<file path="src/rtl/ex_stage_pkg.sv">
// Shared encodings for the execute stage.
// Control field values as they arrive from decode.
package ex_stage_pkg;

  localparam int KILL_DEPTH_DEF = 2;
  localparam int XLEN_DEF = 32;

  typedef enum logic [1:0] {
    ALU_ADD = 2'b00,
    ALU_BRC = 2'b01,
    ALU_R   = 2'b10,
    ALU_I   = 2'b11
  } alu_op_e;

  typedef enum logic [1:0] {
    BR_NONE = 2'b00,
    BR_COND = 2'b01,
    BR_JAL  = 2'b10,
    BR_JALR = 2'b11
  } br_flag_e;

  typedef enum logic [1:0] {
    MTR_ALU = 2'b00,
    MTR_MEM = 2'b01,
    MTR_PC4 = 2'b10
  } memtoreg_e;

  localparam logic [2:0] F3_BEQ  = 3'b000;
  localparam logic [2:0] F3_BNE  = 3'b001;
  localparam logic [2:0] F3_BLT  = 3'b100;
  localparam logic [2:0] F3_BGE  = 3'b101;
  localparam logic [2:0] F3_BLTU = 3'b110;
  localparam logic [2:0] F3_BGEU = 3'b111;

  localparam logic [2:0] F3_ADD  = 3'b000;
  localparam logic [2:0] F3_SLL  = 3'b001;
  localparam logic [2:0] F3_SLT  = 3'b010;
  localparam logic [2:0] F3_SLTU = 3'b011;
  localparam logic [2:0] F3_XOR  = 3'b100;
  localparam logic [2:0] F3_SR   = 3'b101;
  localparam logic [2:0] F3_OR   = 3'b110;
  localparam logic [2:0] F3_AND  = 3'b111;

endpackage

</file>
<file path="src/rtl/ex_alu.sv">
// Combinational integer ALU for the execute stage.
// funct7[5] picks SUB/SRA; I-type honours it only on shifts.
module ex_alu
  import ex_stage_pkg::*;
#(
  parameter int XLEN = XLEN_DEF
) (
  input  logic [XLEN-1:0] a,
  input  logic [XLEN-1:0] b,
  input  alu_op_e         alu_op,
  input  logic [2:0]      funct3,
  input  logic [6:0]      funct7,
  output logic [XLEN-1:0] result
);

  logic            alt;
  logic [4:0]      shamt;
  logic            lt_s;
  logic            lt_u;
  logic [XLEN-1:0] dec;
  logic            unused_f7;

  assign unused_f7 = ^{funct7[6], funct7[4:0]};
  assign shamt = b[4:0];
  assign lt_s = $signed(a) < $signed(b);
  assign lt_u = a < b;
  assign alt = funct7[5]
             & ((alu_op == ALU_R) | (funct3 == F3_SR));

  always_comb begin
    dec = '0;
    unique case (funct3)
      F3_ADD:  dec = alt ? a - b : a + b;
      F3_SLL:  dec = a << shamt;
      F3_SLT:  dec = {{(XLEN-1){1'b0}}, lt_s};
      F3_SLTU: dec = {{(XLEN-1){1'b0}}, lt_u};
      F3_XOR:  dec = a ^ b;
      F3_SR: begin
        if (alt)
          dec = $unsigned($signed(a) >>> shamt);
        else
          dec = a >> shamt;
      end
      F3_OR:   dec = a | b;
      F3_AND:  dec = a & b;
      default: dec = '0;
    endcase
  end

  always_comb begin
    result = '0;
    unique case (alu_op)
      ALU_ADD: result = a + b;
      ALU_BRC: result = a - b;
      ALU_R:   result = dec;
      ALU_I:   result = dec;
      default: result = '0;
    endcase
  end

endmodule

</file>
<file path="src/rtl/ex_stage.sv">
// Execute stage: forwarding, ALU, branch resolve, redirect and EX/MEM register.
// Wrong-path slots behind a redirect are squashed here by a kill counter.
module ex_stage
  import ex_stage_pkg::*;
#(
  parameter int KILL_DEPTH = KILL_DEPTH_DEF,
  parameter int XLEN       = XLEN_DEF
) (
  input  logic            clk,
  input  logic            rst_n,
  input  logic            stall,
  input  logic            ex_valid,
  input  logic [XLEN-1:0] ex_rdata1,
  input  logic [XLEN-1:0] ex_rdata2,
  input  logic [4:0]      ex_rs1,
  input  logic [4:0]      ex_rs2,
  input  logic [4:0]      ex_rd,
  input  logic [XLEN-1:0] ex_imm,
  input  logic            ex_a_sel,
  input  logic            ex_b_sel,
  input  logic [1:0]      ex_alu_op,
  input  logic [1:0]      ex_branch_flag,
  input  logic            ex_regwrite,
  input  logic            ex_memwrite,
  input  logic [1:0]      ex_memtoreg,
  input  logic [XLEN-1:0] ex_pc,
  input  logic [XLEN-1:0] ex_pc_plus_4,
  input  logic [2:0]      ex_funct3,
  input  logic [6:0]      ex_funct7,
  input  logic            fw_mem_regwrite,
  input  logic [4:0]      fw_mem_rd,
  input  logic [XLEN-1:0] fw_mem_data,
  input  logic            fw_wb_regwrite,
  input  logic [4:0]      fw_wb_rd,
  input  logic [XLEN-1:0] fw_wb_data,
  output logic            redirect_valid,
  output logic [XLEN-1:0] redirect_pc,
  output logic            mem_valid,
  output logic [XLEN-1:0] mem_alu_result,
  output logic [XLEN-1:0] mem_wdata,
  output logic [4:0]      mem_rd,
  output logic            mem_regwrite,
  output logic            mem_memwrite,
  output logic [1:0]      mem_memtoreg,
  output logic [XLEN-1:0] mem_pc_plus_4,
  output logic [2:0]      mem_funct3
);

  localparam int KW =
    (KILL_DEPTH < 1) ? 1 : $clog2(KILL_DEPTH + 1);

  logic [KW-1:0]   kill_cnt;
  logic            kill_zero;
  logic            live;
  logic            slot_ok;
  alu_op_e         op;
  br_flag_e        br;
  logic            mem_hit1, wb_hit1;
  logic            mem_hit2, wb_hit2;
  logic [XLEN-1:0] fwd1, fwd2;
  logic [XLEN-1:0] op_a, op_b;
  logic [XLEN-1:0] alu_y;
  logic            eq, lt_s, lt_u;
  logic            cond;
  logic            taken;

  assign op = alu_op_e'(ex_alu_op);
  assign br = br_flag_e'(ex_branch_flag);

  assign kill_zero = (kill_cnt == '0);
  assign slot_ok = ex_valid & kill_zero;
  // rst_n gates live so no redirect escapes while held in reset
  assign live = slot_ok & ~stall & rst_n;

  assign mem_hit1 = fw_mem_regwrite
                  & (fw_mem_rd == ex_rs1)
                  & (ex_rs1 != 5'd0);
  assign wb_hit1 = fw_wb_regwrite
                 & (fw_wb_rd == ex_rs1)
                 & (ex_rs1 != 5'd0);
  assign mem_hit2 = fw_mem_regwrite
                  & (fw_mem_rd == ex_rs2)
                  & (ex_rs2 != 5'd0);
  assign wb_hit2 = fw_wb_regwrite
                 & (fw_wb_rd == ex_rs2)
                 & (ex_rs2 != 5'd0);

  always_comb begin
    fwd1 = ex_rdata1;
    priority case (1'b1)
      mem_hit1: fwd1 = fw_mem_data;
      wb_hit1:  fwd1 = fw_wb_data;
      default:  fwd1 = ex_rdata1;
    endcase
  end

  always_comb begin
    fwd2 = ex_rdata2;
    priority case (1'b1)
      mem_hit2: fwd2 = fw_mem_data;
      wb_hit2:  fwd2 = fw_wb_data;
      default:  fwd2 = ex_rdata2;
    endcase
  end

  assign op_a = ex_a_sel ? ex_pc : fwd1;
  assign op_b = ex_b_sel ? ex_imm : fwd2;

  ex_alu #(
    .XLEN (XLEN)
  ) u_alu (
    .a      (op_a),
    .b      (op_b),
    .alu_op (op),
    .funct3 (ex_funct3),
    .funct7 (ex_funct7),
    .result (alu_y)
  );

  assign eq = (fwd1 == fwd2);
  assign lt_s = $signed(fwd1) < $signed(fwd2);
  assign lt_u = fwd1 < fwd2;

  always_comb begin
    cond = 1'b0;
    unique case (ex_funct3)
      F3_BEQ:  cond = eq;
      F3_BNE:  cond = ~eq;
      F3_BLT:  cond = lt_s;
      F3_BGE:  cond = ~lt_s;
      F3_BLTU: cond = lt_u;
      F3_BGEU: cond = ~lt_u;
      default: cond = 1'b0;
    endcase
  end

  always_comb begin
    taken = 1'b0;
    unique case (br)
      BR_NONE: taken = 1'b0;
      BR_COND: taken = cond;
      BR_JAL:  taken = 1'b1;
      BR_JALR: taken = 1'b1;
      default: taken = 1'b0;
    endcase
  end

  assign redirect_valid = live & taken;
  assign redirect_pc = (br == BR_JALR)
                     ? ((fwd1 + ex_imm) & ~{{(XLEN-1){1'b0}}, 1'b1})
                     : (ex_pc + ex_imm);

  // bubbles do not consume kill slots
  always_ff @(posedge clk or negedge rst_n) begin
    if (!rst_n) begin
      kill_cnt <= '0;
    end else if (redirect_valid) begin
      kill_cnt <= KW'(KILL_DEPTH);
    end else if (!stall && !kill_zero && ex_valid) begin
      kill_cnt <= kill_cnt - KW'(1);
    end
  end

  always_ff @(posedge clk or negedge rst_n) begin
    if (!rst_n) begin
      mem_valid      <= 1'b0;
      mem_alu_result <= '0;
      mem_wdata      <= '0;
      mem_rd         <= '0;
      mem_regwrite   <= 1'b0;
      mem_memwrite   <= 1'b0;
      mem_memtoreg   <= '0;
      mem_pc_plus_4  <= '0;
      mem_funct3     <= '0;
    end else if (!stall) begin
      mem_valid      <= slot_ok;
      mem_alu_result <= alu_y;
      mem_wdata      <= fwd2;
      mem_rd         <= ex_rd;
      mem_regwrite   <= ex_regwrite & slot_ok;
      mem_memwrite   <= ex_memwrite & slot_ok;
      mem_memtoreg   <= ex_memtoreg;
      mem_pc_plus_4  <= ex_pc_plus_4;
      mem_funct3     <= ex_funct3;
    end
  end

endmodule

</file>
<file path="config.mk">
export PLATFORM = sky130hd
export DESIGN_NAME = ex_stage
export DESIGN_NICKNAME = d
export VERILOG_FILES = /design/src/rtl/ex_stage_pkg.sv /design/src/rtl/ex_alu.sv /design/src/rtl/ex_stage.sv
export SDC_FILE = /design/constraint.sdc
export NUM_CORES = 1
export LEC_CHECK = 0
export BUFFER_PORTS_ARGS = -buffer_cell sky130_fd_sc_hd__buf_2
export CORE_ASPECT_RATIO = 0.5
export CORE_MARGIN = 10
export CORE_UTILIZATION = 40
export CTS_CLUSTER_SIZE = 14
export DETAILED_ROUTE_END_ITERATION = 10
export PLACE_DENSITY = 0.64
export SYNTH_ARGS = -nofsm -noshare
export SYNTH_HDL_FRONTEND = slang
export SYNTH_HIERARCHICAL = 1
export SYNTH_SLANG_ARGS = --single-unit
</file>
<file path="constraint.sdc">
create_clock -name clk -period 8.9 [get_ports clk]
set_input_delay 0.89 -clock clk [delete_from_list [all_inputs] [get_ports clk]]
set_output_delay 0.89 -clock clk [all_outputs]
set_load 0.005 [all_outputs]
</file>
==> results.sh <==
export IMPL_switching_share_pct=49.0
export IMPL_cts_htree_levels=3
export IMPL_cp_data_required_time_ns=9.25
export IMPL_synth_area_sq_um=20000
export IMPL_hold_path_class="input pin to asynchronous set/reset pin"
export IMPL_ff2ff_setup_slack_ns=7.38
export IMPL_cp_num_buf_inv=3
export IMPL_yosys_warnings=6
export IMPL_max_freq_mhz=141
export IMPL_path_cells="buf_2 > xnor2_1 > nand4_1 > nor3_2 > buf_4 > mux2i_1 > o21ai_0 > mux2_2 > inv_1 > ha_1 > nand2b_1 > a21oi_1 > nor4_1 > o211ai_1 > o211a_1 > o31ai_2 > nor2_1 > o41ai_1 > nand3_1 > a21oi_1 > mux2_2"
export IMPL_fin_skew_ns=0.00297
export IMPL_viasPerCell=6.18
export IMPL_cp_top_family="compound AO/OA/AOI/OAI gates"
export IMPL_area_delta_synth_final_pct=14.2
export IMPL_cts_buffers=9
export IMPL_totalWireLength_mm=93.0
export IMPL_run_status="finished, final reports clean"
export IMPL_power_frac_comb_pct=64.5
export IMPL_rsz0062_at_grt="false"
export IMPL_cp_start_kind="input pin"
export IMPL_internal_power_mw=1.54
export IMPL_slowest_delay_ns=0.72
export IMPL_p_leak_nw=10.4
export IMPL_placementRows=57
export IMPL_drv_cap=0
export IMPL_ios=417
export IMPL_use_met2_pct=44.7
export IMPL_clockRootBuffer="clkbuf_16"
export IMPL_multi_input_area_sq_um=16200
export IMPL_cp_data_arrival_time_ns=7.43
export IMPL_cts_hold_buf=0
export IMPL_clk_pin_slew_ns=0.09
export IMPL_worst_slew_pin_slew_ns=1.25
export IMPL_whs_ns=0.416
export IMPL_async_flop_share_pct=100
export IMPL_seq_area_sq_um=2780
export IMPL_ir_worst_vdd_mv=0.108
export IMPL_synth_enable_flop_cells=0
export IMPL_fillers=5069
export IMPL_ys_types=95
export IMPL_fin_crit_sh_pct=79.6
export IMPL_setup_violations=0
export IMPL_ys_ff_latch=111
export IMPL_synth_ff_type="dfrtp_1"
export IMPL_hpwlAfterDp_mm=75.4
export IMPL_busiest_layer="met2"
export IMPL_yosysSeqAreaShare_pct=13.9
export IMPL_synth_fp_nets=3183
export IMPL_final_common_cell="buf_2"
export IMPL_fin_setup_tns_ns=0
export IMPL_start_util_pct=40.9
export IMPL_portBuffers=410
export IMPL_ctsResizeCount=0
export IMPL_grt_pass1_wl_mm=136
export IMPL_firstDrtPassIters=8
export IMPL_clockPowerShare_pct=14.8
export IMPL_num_vias=22700
export IMPL_grt_usage_pct=29.4
export IMPL_synth_cells=2713
export IMPL_endpoint_kind="flop"
export IMPL_gr_total_overflow=0
export IMPL_min_period_ns=7.08
export IMPL_avgSynthCellArea_sq_um=7.39
export IMPL_cts_num_sinks=111
export IMPL_clk_path_buf_depth=2
export IMPL_grt_pass1_vias=21100
export IMPL_slew_violations=0
export IMPL_power_switching_mw=1.48
export IMPL_crit_type="input pin to flop"
export IMPL_dieArea_sq_um=60000
export IMPL_final_cell_mix="408 x buf_2, 284 x nand2_1, 269 x a21oi_1, 265 x nor2_1, 265 x o21ai_0"
export IMPL_powerDensity_nw_per_um2=132
export IMPL_core_sq_um=49000
export IMPL_slowest_stage="o41ai_1"
export IMPL_pwr_share_seq_pct=20.7
export IMPL_post_cts_buffers=0
export IMPL_grtUsageMet3_pct=6.18
export IMPL_worstSkewPairLatency_ns=0.40
export IMPL_r2r_cells=6
export IMPL_drc_errors=0
export IMPL_max_slew_margin_pct=14.3
export IMPL_gp_congestion=1.04
export IMPL_crit_reg2reg_launch="kill_cnt[0]"
export IMPL_drive_gt1_share_pct=22.0
export IMPL_final_antenna_net_count=0
export IMPL_route_detailed_wl_per_inst_microns=25.3
export IMPL_die_x_microns=337
export IMPL_cts_tree="yes"
export IMPL_finalHoldViolations=0
export IMPL_antenna_found_initial=18
export IMPL_critPathMaxFanout=27
export IMPL_r2r_end="kill_cnt[0]"
export IMPL_grt_start_max_net_pins=78
export IMPL_drtIter0Drc=2815
export IMPL_use_met1_pct=41.0
export IMPL_nets=3474
export IMPL_die_h_microns=178
==> worst max path at each step <==
stage,from,end,slack (ns),cells after the start
5_1_grt,fw_wb_rd[2],redirect_pc[24],1.69,19
3_3_place_gp,fw_wb_rd[2],mem_alu_result[0],1.72,21
2_1_floorplan,fw_wb_rd[2],mem_alu_result[26],2.39,25
6_report,fw_wb_rd[2],mem_alu_result[0],1.82,21
4_1_cts,fw_wb_rd[2],redirect_pc[24],2.07,19
3_5_place_dp,fw_wb_rd[2],mem_alu_result[0],1.77,21
==> per-stage QoR <==
step	instance area, sq um	instances	util, %	setup WS (ns)	power [mW]
floorplan	20000	2713	-	2.39	1.89
CTS	22800	3658	46.6	2.07	2.99
detailed placement	22600	3642	46.0	1.77	2.53
finish	22900	3674	46.7	1.82	3.03
global placement	22600	3642	46.0	1.72	2.51
global route	22900	3672	46.7	1.69	3.22
==> flip-flops by register name, indices dropped and copies added, names as in the netlist <==
| signal | cells |
|---|---|
| mem_pc_plus_4 | 32 |
| mem_regwrite | 1 |
| mem_rd | 5 |
| mem_alu_result | 32 |
| mem_memwrite | 1 |
| mem_valid | 1 |
| mem_wdata | 32 |
| mem_memtoreg | 2 |
| kill_cnt | 2 |
| mem_funct3 | 3 |
==> layer usage <==
layer  part of all wire (%)  vias to the layer above
li1                       -                    10500
met1                     43                    10900
met2                     43                     1214
met3                     10                      151
met4                    2.8                        4
met5                  0.029                        -
==> power by group through the flow <==
stage / Combinational [mW] / Clock, mW / Sequential, mW
2_1_floorplan: 1.25 / 0 / 0.641
3_3_place_gp: 1.88 / 0 / 0.631
3_5_place_dp: 1.89 / 0 / 0.635
4_1_cts: 1.90 / 0.462 / 0.626
5_1_grt: 2.11 / 0.473 / 0.637
6_report: 1.95 / 0.449 / 0.625
==> logic make-up after synthesis <==
family,synth area share (%)
AOI/OAI and AO/OA,28.5
xor gates and xnor gates,5.77
adders and majority gates,12.3
buffers and inverters,5.89
DFF,13.9
muxes,16.7
and+or+nand+nor,17.0
==> Yosys cell counts, drive strengths merged, types with 67 or more instances <==
master	n	area share, %
xnor2	97	4.2
buf	67	1.6
dfrtp	111	14
mux2	133	7.5
o21ai	277	6.9
ha	191	12
nor2	266	5.0
a21oi	272	6.8
inv	127	2.4
nand2	286	5.4
mux2i	157	7.8
clkbuf	98	1.8
==> final cells by class <==
| class | instances | share of cell area, % |
|---|---|---|
| clock buffers | 10 | 1.04 |
| multi-input cells | 2308 | 70.6 |
| clock inverters | 6 | 0.230 |
| repair buffers | 445 | 10.2 |
| well taps | 649 | 3.55 |
| diodes | 16 | 0.175 |
| inverters | 129 | 2.12 |
| flip-flops and latches | 111 | 12.1 |
No activity file was read; power rests on OpenSTA's default activity.
